`src/rtl/dp_ram_arbiter.sv`:
```
// Two-client round-robin arbiter for a 1W/1R dual-port RAM.
// Reads colliding with the granted write address are held off one cycle.
module dp_ram_arbiter #(
  parameter int ADDR_WIDTH = 8,
  parameter int DATA_WIDTH = 32
) (
  input  logic                    clk_in,
  input  logic                    rst_in,
  input  logic [1:0]              wr_req,
  input  logic [2*ADDR_WIDTH-1:0] wr_addr_bus,
  input  logic [2*DATA_WIDTH-1:0] wr_data_bus,
  output logic [1:0]              wr_gnt,
  input  logic [1:0]              rd_req,
  input  logic [2*ADDR_WIDTH-1:0] rd_addr_bus,
  output logic [1:0]              rd_gnt,
  output logic                    rsp_valid,
  output logic                    rsp_id,
  output logic [DATA_WIDTH-1:0]   rsp_data,
  output logic                    ram_wr_en,
  output logic [ADDR_WIDTH-1:0]   ram_wr_addr,
  output logic [DATA_WIDTH-1:0]   ram_data_in,
  output logic                    ram_rd_en,
  output logic [ADDR_WIDTH-1:0]   ram_rd_addr,
  input  logic [DATA_WIDTH-1:0]   ram_data_out
);

  logic wr_ptr_q, wr_ptr_d;
  logic rd_ptr_q, rd_ptr_d;
  logic rsp_valid_q, rsp_valid_d;
  logic rsp_id_q, rsp_id_d;

  logic                  wr_win, rd_win;
  logic                  wr_any, rd_any;
  logic                  raw_hit, rd_go;
  logic [ADDR_WIDTH-1:0] wr_addr_w, rd_addr_w;
  logic [DATA_WIDTH-1:0] wr_data_w;

  // Winner selection: the pointer only matters when both request.
  always_comb begin
    wr_win = wr_req[1];
    if (wr_req == 2'b11)
      wr_win = wr_ptr_q;
    rd_win = rd_req[1];
    if (rd_req == 2'b11)
      rd_win = rd_ptr_q;

    wr_addr_w = wr_win ? wr_addr_bus[2*ADDR_WIDTH-1:ADDR_WIDTH]
                       : wr_addr_bus[ADDR_WIDTH-1:0];
    wr_data_w = wr_win ? wr_data_bus[2*DATA_WIDTH-1:DATA_WIDTH]
                       : wr_data_bus[DATA_WIDTH-1:0];
    rd_addr_w = rd_win ? rd_addr_bus[2*ADDR_WIDTH-1:ADDR_WIDTH]
                       : rd_addr_bus[ADDR_WIDTH-1:0];

    wr_any  = (|wr_req) && !rst_in;
    rd_any  = (|rd_req) && !rst_in;
    raw_hit = wr_any && (rd_addr_w == wr_addr_w);
    rd_go   = rd_any && !raw_hit;
  end

  always_comb begin
    wr_ptr_d    = wr_any ? ~wr_win : wr_ptr_q;
    rd_ptr_d    = rd_go ? ~rd_win : rd_ptr_q;
    rsp_valid_d = rd_go;
    rsp_id_d    = rd_go ? rd_win : rsp_id_q;
  end

  always_ff @(posedge clk_in) begin
    if (rst_in) begin
      wr_ptr_q    <= 1'b0;
      rd_ptr_q    <= 1'b0;
      rsp_valid_q <= 1'b0;
      rsp_id_q    <= 1'b0;
    end else begin
      wr_ptr_q    <= wr_ptr_d;
      rd_ptr_q    <= rd_ptr_d;
      rsp_valid_q <= rsp_valid_d;
      rsp_id_q    <= rsp_id_d;
    end
  end

  always_comb begin
    wr_gnt      = 2'b00;
    rd_gnt      = 2'b00;
    ram_wr_en   = wr_any;
    ram_wr_addr = '0;
    ram_data_in = '0;
    ram_rd_en   = rd_go;
    ram_rd_addr = '0;
    if (wr_any) begin
      wr_gnt      = wr_win ? 2'b10 : 2'b01;
      ram_wr_addr = wr_addr_w;
      ram_data_in = wr_data_w;
    end
    if (rd_go) begin
      rd_gnt      = rd_win ? 2'b10 : 2'b01;
      ram_rd_addr = rd_addr_w;
    end
  end

  // A response landing while reset is held is dropped.
  assign rsp_valid = rsp_valid_q && !rst_in;
  assign rsp_id    = rsp_id_q;
  assign rsp_data  = ram_data_out;

endmodule

```
`config.mk`:
```
export PLATFORM = sky130hd
export DESIGN_NAME = dp_ram_arbiter
export DESIGN_NICKNAME = d
export VERILOG_FILES = /design/src/rtl/dp_ram_arbiter.sv
export SDC_FILE = /design/constraint.sdc
export NUM_CORES = 1
export LEC_CHECK = 0
export BUFFER_PORTS_ARGS = -buffer_cell sky130_fd_sc_hd__buf_2
export CAP_MARGIN = 5
export CORE_AREA = 2 2 86 88
export CTS_CLUSTER_DIAMETER = 80
export DETAILED_ROUTE_END_ITERATION = 8
export DIE_AREA = 0 0 88 90
export HOLD_SLACK_MARGIN = 0.12
export SYNTH_ARGS = -nofsm -noshare
export SYNTH_HDL_FRONTEND = slang
export SYNTH_SLANG_ARGS = --single-unit
```
`constraint.sdc`:
```
create_clock -name clk_in -period 2.7 [get_ports clk_in]
set_clock_uncertainty 0.1 [all_clocks]
set_input_delay 0.135 -clock clk_in [delete_from_list [all_inputs] [get_ports clk_in]]
set_output_delay 0.135 -clock clk_in [all_outputs]
set_load 0.02 [all_outputs]
```
==> results of run 1 <==
-- Yosys cell counts (3+ instances only) --
| master | n | area share |
|---|---|---|
| a21oi_1 | 5 | 0.021 |
| nand2_1 | 4 | 0.012 |
| mux2i_1 | 10 | 0.082 |
| xnor2_1 | 5 | 0.036 |
| o21ai_1 | 3 | 0.012 |
| nor2_1 | 21 | 0.065 |
| dfxtp_1 | 4 | 0.066 |
| a22o_1 | 32 | 0.23 |
| nand3_1 | 5 | 0.021 |
| nand4_1 | 4 | 0.021 |
| inv_1 | 3 | 0.0092 |
| a211oi_1 | 3 | 0.018 |
| and3_1 | 3 | 0.015 |
| buf_2 | 3 | 0.012 |
| buf_4 | 32 | 0.20 |
| clkbuf_1 | 7 | 0.022 |
-- final timing paths --
path / cells past startpoint / startpoint / to / slack (ns)
worst max-delay path: 10 / rst_in / rd_gnt[0] / 0.25
worst min-delay path: 0 / ram_data_out[10] / rsp_data[10] / 0.17
worst min register to register: 2 / rsp_id / rsp_id / 0.43
worst max register to register: 7 / wr_ptr_q / rsp_id / 0.55
-- cells by family (layout without fill, tap and decap cells) --
group,after synthesis,after routing,synth area share
multiplexers,10,10,0.0821
AO/OA/AOI/OAI,53,53,0.347
XOR/XNOR,5,5,0.0359
buffers and inverters,48,169,0.256
AND/OR/NAND/NOR,47,47,0.214
other,0,2,0
flip-flops,4,4,0.0657
-- layer usage --
layer  GRT usage  vias up  wire length (um)
met5           0        -                12
met4      0.0244        2                68
met3      0.0533       14               627
met2       0.223      124              2540
met1       0.135      710              2130
li1            -      833                 -
-- worst max-delay path, cell delays in order --
cell,delay (ns)
dlygate4sd3_1,0.54
buf_2,0.17
inv_1,0.15
o21ai_2,0.18
nor3b_1,0.22
nand4_1,0.21
o21ai_1,0.17
buf_4,0.21
a21oi_1,0.05
buf_2,0.17
-- metrics by stage --
step                      worst slack, ns  hold slack, ns   util
after floorplan                     0.631           0.107      -
after global placement              0.468           0.170  0.265
after detailed placement            0.384           0.170  0.265
after CTS                           0.109           0.170  0.272
after global routing               0.0268           0.170  0.273
final                               0.252           0.170  0.274
-- flip-flops by register name, indices dropped and copies added (netlist names) --
name and flops:
rd_ptr_q 1, wr_ptr_q 1, rsp_id 1, rsp_valid_q 1
-- layout make-up --
type / instances / share of cell area
Antenna cell: 2 / 0.00260
Timing Repair Buffer: 161 / 0.426
Sequential cell: 4 / 0.0416
Inverter: 5 / 0.00976
Tap cell: 99 / 0.0644
Clock buffer: 3 / 0.0215
Multi-Input combinational cell: 115 / 0.435
-- what timing repair did --
item / 4_1_cts / 5_1_grt
hold endpoints to repair: 1 / 0
hold buffers: 1 / 0
buffers inserted: 0 / 0
setup endpoints to repair: 0 / 11
resized for setup: 0 / 3
-- report_power, final --
| part | internal, mW | switching [mW] | total, mW | leakage, nW |
|---|---|---|---|---|
| registers | 0.0667 | 0.00458 | 0.0713 | 0.0335 |
| logic | 0.169 | 0.213 | 0.383 | 1.08 |
| clock network | 0.0950 | 0.0302 | 0.125 | 0.0216 |
-- cells in the final DEF (no fill, tap or decap), types with 3 or more instances in the layout --
cell      synthesis  final
a211oi_1          3      3
a21boi_1          2      3
a21oi_1           5      5
a22o_1           32     32
and3_1            3      3
buf_2             3    157
buf_4            32      3
clkbuf_8          0      3
dfxtp_1           4      4
inv_1             3      3
mux2i_1          10     10
nand2_1           4      3
nand3_1           5      5
nand4_1           4      4
nor2_1           21     20
xnor2_1           5      5
==> flow_metrics.tcl, run 1 <==
set metrics [dict create \
    ioPinCount 222 \
    clockBufferDepth 2 \
    nets 424 \
    required_ns 2.47 \
    cp-end-kind "primary output" \
    start_util 0.174 \
    ir_worst_vdd_mv 0.183 \
    stdcell_count 389 \
    fin_crit_ns 2.45 \
    num_vias 1683 \
    setup_tns_ns 0 \
    synth.yosys.seq_area_share 0.0657 \
    ant_nets 0 \
    avgSynthCellArea_um2 7.30 \
    leakage_nw 1.14 \
    power.density_nw_per_um2 301 \
    postPlaceCellArea_um2 1860 \
    fin_crit_sh 0.907 \
    cts_inserted_buffers 3 \
    setup_viol 0 \
    ys_seq_elements 4 \
    grt_max_degree 34 \
    cap_violations 0 \
    max_freq_mhz 408 \
    clk-insertion-delay-late_ns 0.22 \
    hp-class "input pin to primary output" \
    drtIter0Drc 30 \
    grt_pass1_wl_mm 7.78 \
    cts_tree "yes" \
    routabilityCongestion 0.796 \
    slew_headroom 0.688 \
    vias_per_cell 4.33 \
    htreeDepth 1 \
    die_x_um 88 \
    critPathLaunchType "input pin" \
    drt_wl_total_mm 5.38 \
    core_um2 7020 \
    syn_inst 167 \
    chipHeight_um 90 \
    finalInstanceArea_um2 1920 \
    seqCellArea_um2 80.1 \
    hold_viol_final 0 \
    synth.distinct_cells 33 \
    synth-async-reset-ratio 0 \
    dp_cells 383 \
    path_class "input pin to primary output" \
    rsz0062_at_grt "no" \
    clkSinkCount 4 \
    syn_nets 301 \
    crit_fanout 12 \
    ys.flop_type "dfxtp_1" \
    place.detailed.hpwl_mm 4.71 \
    outcome "completed" \
    wl_per_cell_um 13.8 \
    first_global_vias 1615 \
    cts_root_buf "clkbuf_8" \
    worst_pin_slew_ns 0.467 \
    final-max-slew-violation-count 0 \
    yosysWarnings 0 \
    antenna_found_initial 3 \
    die-area_um2 7920 \
    drt_pass1_iterations 4 \
    num-fill-cells 765 \
    multi_input_area_um2 836 \
    crit_arrival_ns 2.21 \
    port_buffers 157 \
    syn_area_um2 1220 \
    gr-usage-all-layers 0.125 \
    drive_gt1_frac 0.601 \
    total_power_mw 0.579 \
    gr-total-overflow 0 \
    area_growth_pct 57.8 \
    rows 31 \
    synth_edf_count 0 \
    drc 0 \
]
Power figures use the tool's default switching activity.
==> run 2: changes to the inputs <==
Settings changed: PLACE_DENSITY_LB_ADDON set to 0.2.
==> run 2 against run 1 <==
Cell area is 0.98% higher. Fmax is 1.8% lower. Largest power group unchanged. Non-clock buffer count is 2 higher. Sequential share of layout area hardly changed. Worst hold slack hardly changed. Routed wire length is 8.6% lower. Critical path depth is 1 lower. Sequential power hardly changed. Setup slack worse by 0.044 ns. First-iteration DRC count is 63% higher. Flip-flop and latch count stayed put.
==> flow_metrics.tcl, run 2 (same netlist as run 1, synthesis figures left out) <==
set metrics [dict create \
    outcome "completed" \
    grt_pass1_wl_mm 7.33 \
    grt_max_degree 34 \
    layout_common_cells "buf_2 (157), a22o_1 (32), nor2_1 (20), mux2i_1 (10)" \
    clockBufferDepth 2 \
    final_util 0.277 \
    critPathLaunchType "flip-flop" \
    num-fill-cells 803 \
    drc 0 \
    crit_arrival_ns 2.26 \
    min_from "ram_data_out[10]" \
    die-area_um2 7920 \
    finalInstanceArea_um2 1940 \
    cap_violations 0 \
    clkSlewWorstSetupHoldPaths_ns 0.03 \
    port_buffers 157 \
    path_class "flip-flop to primary output" \
    reg2reg_depth 7 \
    drive_gt1_frac 0.600 \
    core_um2 7020 \
    whs_ns 0.170 \
    power.density_nw_per_um2 300 \
    cts_inserted_buffers 3 \
    fin_crit_sh 0.923 \
    nets 426 \
    postCtsSetupBuffers 0 \
    cp_num_buf_inv 2 \
    place.detailed.hpwl_mm 4.22 \
    hold_viol_final 0 \
    slew_headroom 0.754 \
    first_global_vias 1553 \
    gr-total-overflow 0 \
    required_ns 2.47 \
    gr-usage-all-layers 0.113 \
    antenna_cells 0 \
    crit_fanout 8 \
    ant_nets 0 \
    crit_family "simple AND/OR/NAND/NOR gates" \
    cp-end-kind "primary output" \
    max_freq_mhz 401 \
    crit_slowest_cell "dfxtp_1" \
    clk-insertion-delay-late_ns 0.22 \
    ff2ff_setup_slack_ns 0.53 \
    cpPeakStageDelay_ns 0.32 \
    hp-class "input pin to primary output" \
    worst_pin_slew_ns 0.365 \
    postPlaceCellArea_um2 1890 \
    vias_per_cell 4.32 \
    antenna_found_initial 0 \
    cts_root_buf "clkbuf_8" \
    chipHeight_um 90 \
    mostFrequentLayoutCell "buf_2" \
    wl_per_cell_um 12.6 \
    fin_crit_ns 2.49 \
    num_vias 1679 \
    die_x_um 88 \
    ir_worst_vdd_mv 0.159 \
    drt_pass1_iterations 4 \
    drtIter0Drc 49 \
    final-max-slew-violation-count 0 \
    drt_wl_total_mm 4.92 \
    rows 31 \
    setup_viol 0 \
    rsz0062_at_grt "no" \
    clkSinkCount 4 \
    ioPinCount 222 \
    rr_endpoint "rsp_id" \
    area_growth_pct 59.3 \
    cts_tree "yes" \
    htreeDepth 1 \
    start_util 0.174 \
    setup_tns_ns 0 \
    timing.rr.start "wr_ptr_q" \
    routabilityCongestion 0.694 \
    whs_endpoint "rsp_data[10]" \
    leakage_nw 1.15 \
    path_cells "nand2b_4 > and3_4 > o211a_1 > nor4b_2 > nand4_1 > o21ai_1 > buf_4 > a21oi_1 > buf_2" \
    whs_path_depth 0 \
]
[run 2: cell count changes in the layout (fill, tap and decap cells not counted)]
cell / change
diode_2: -2
buf_12: +1
buf_4: +1
o21ai_1: +1
o21ai_2: -1
[run 2: worst register-to-register path, delay by kind of cell (launching register included)]
| family | cells | cell delay, ns |
|---|---|---|
| AO/OA/AOI/OAI | 1 | 0.23 |
| flip-flops | 1 | 0.32 |
| AND/OR/NAND/NOR | 6 | 1.45 |
[run 2: repair_timing]
item | CTS | global route
endpoints found under the hold margin | 1 | 0
hold buffers | 1 | 0
gates resized for setup | 0 | 2
endpoints found under the setup margin | 0 | 11
[run 2: area by class of cell]
type	count	area (um^2)	share of cell area
Timing Repair Buffer	163	846	0.436
Clock buffer	3	41.3	0.0213
Tap cell	99	124	0.0638
Sequential cell	4	80.1	0.0412
Multi-Input combinational cell	115	832	0.428
Inverter	5	18.8	0.00966
[run 2: layer usage]
layer,part of all wire,global-route usage,vias up
met5,0,0,-
met4,0.025,0.0462,0
met3,0.11,0.0266,24
met2,0.50,0.206,96
met1,0.37,0.121,726
li1,-,-,833
[run 2: worst max path at each step]
| stage | end | cells after the start | start | slack, ns |
|---|---|---|---|---|
| after detailed placement | rd_gnt[0] | 9 | wr_ptr_q | 0.35 |
| after global routing | rd_gnt[0] | 10 | rst_in | 0.002 |
| after CTS | rd_gnt[0] | 9 | wr_ptr_q | 0.10 |
| after global placement | rd_gnt[0] | 9 | wr_ptr_q | 0.37 |
| final | rd_gnt[0] | 9 | wr_ptr_q | 0.21 |
| after floorplan | ram_rd_addr[0] | 9 | rd_ptr_q | 0.63 |
[run 2: through the flow]
step | power [mW] | instances | setup slack, ns
3_5_place_dp | 0.459 | 385 | 0.352
6_report | 0.582 | 389 | 0.208
2_1_floorplan | 0.371 | 167 | 0.631
3_3_place_gp | 0.459 | 385 | 0.367
4_1_cts | 0.593 | 389 | 0.104
5_1_grt | 0.631 | 389 | 0.00231
[run 2: where the power goes]
| group | leakage [nW] | internal (mW) | switching (mW) | total (mW) |
|---|---|---|---|---|
| registers | 0.0335 | 0.0667 | 0.00492 | 0.0716 |
| clock network | 0.0216 | 0.0952 | 0.0322 | 0.127 |
| logic | 1.09 | 0.173 | 0.210 | 0.383 |
| total | 1.15 | 0.335 | 0.247 | 0.582 |
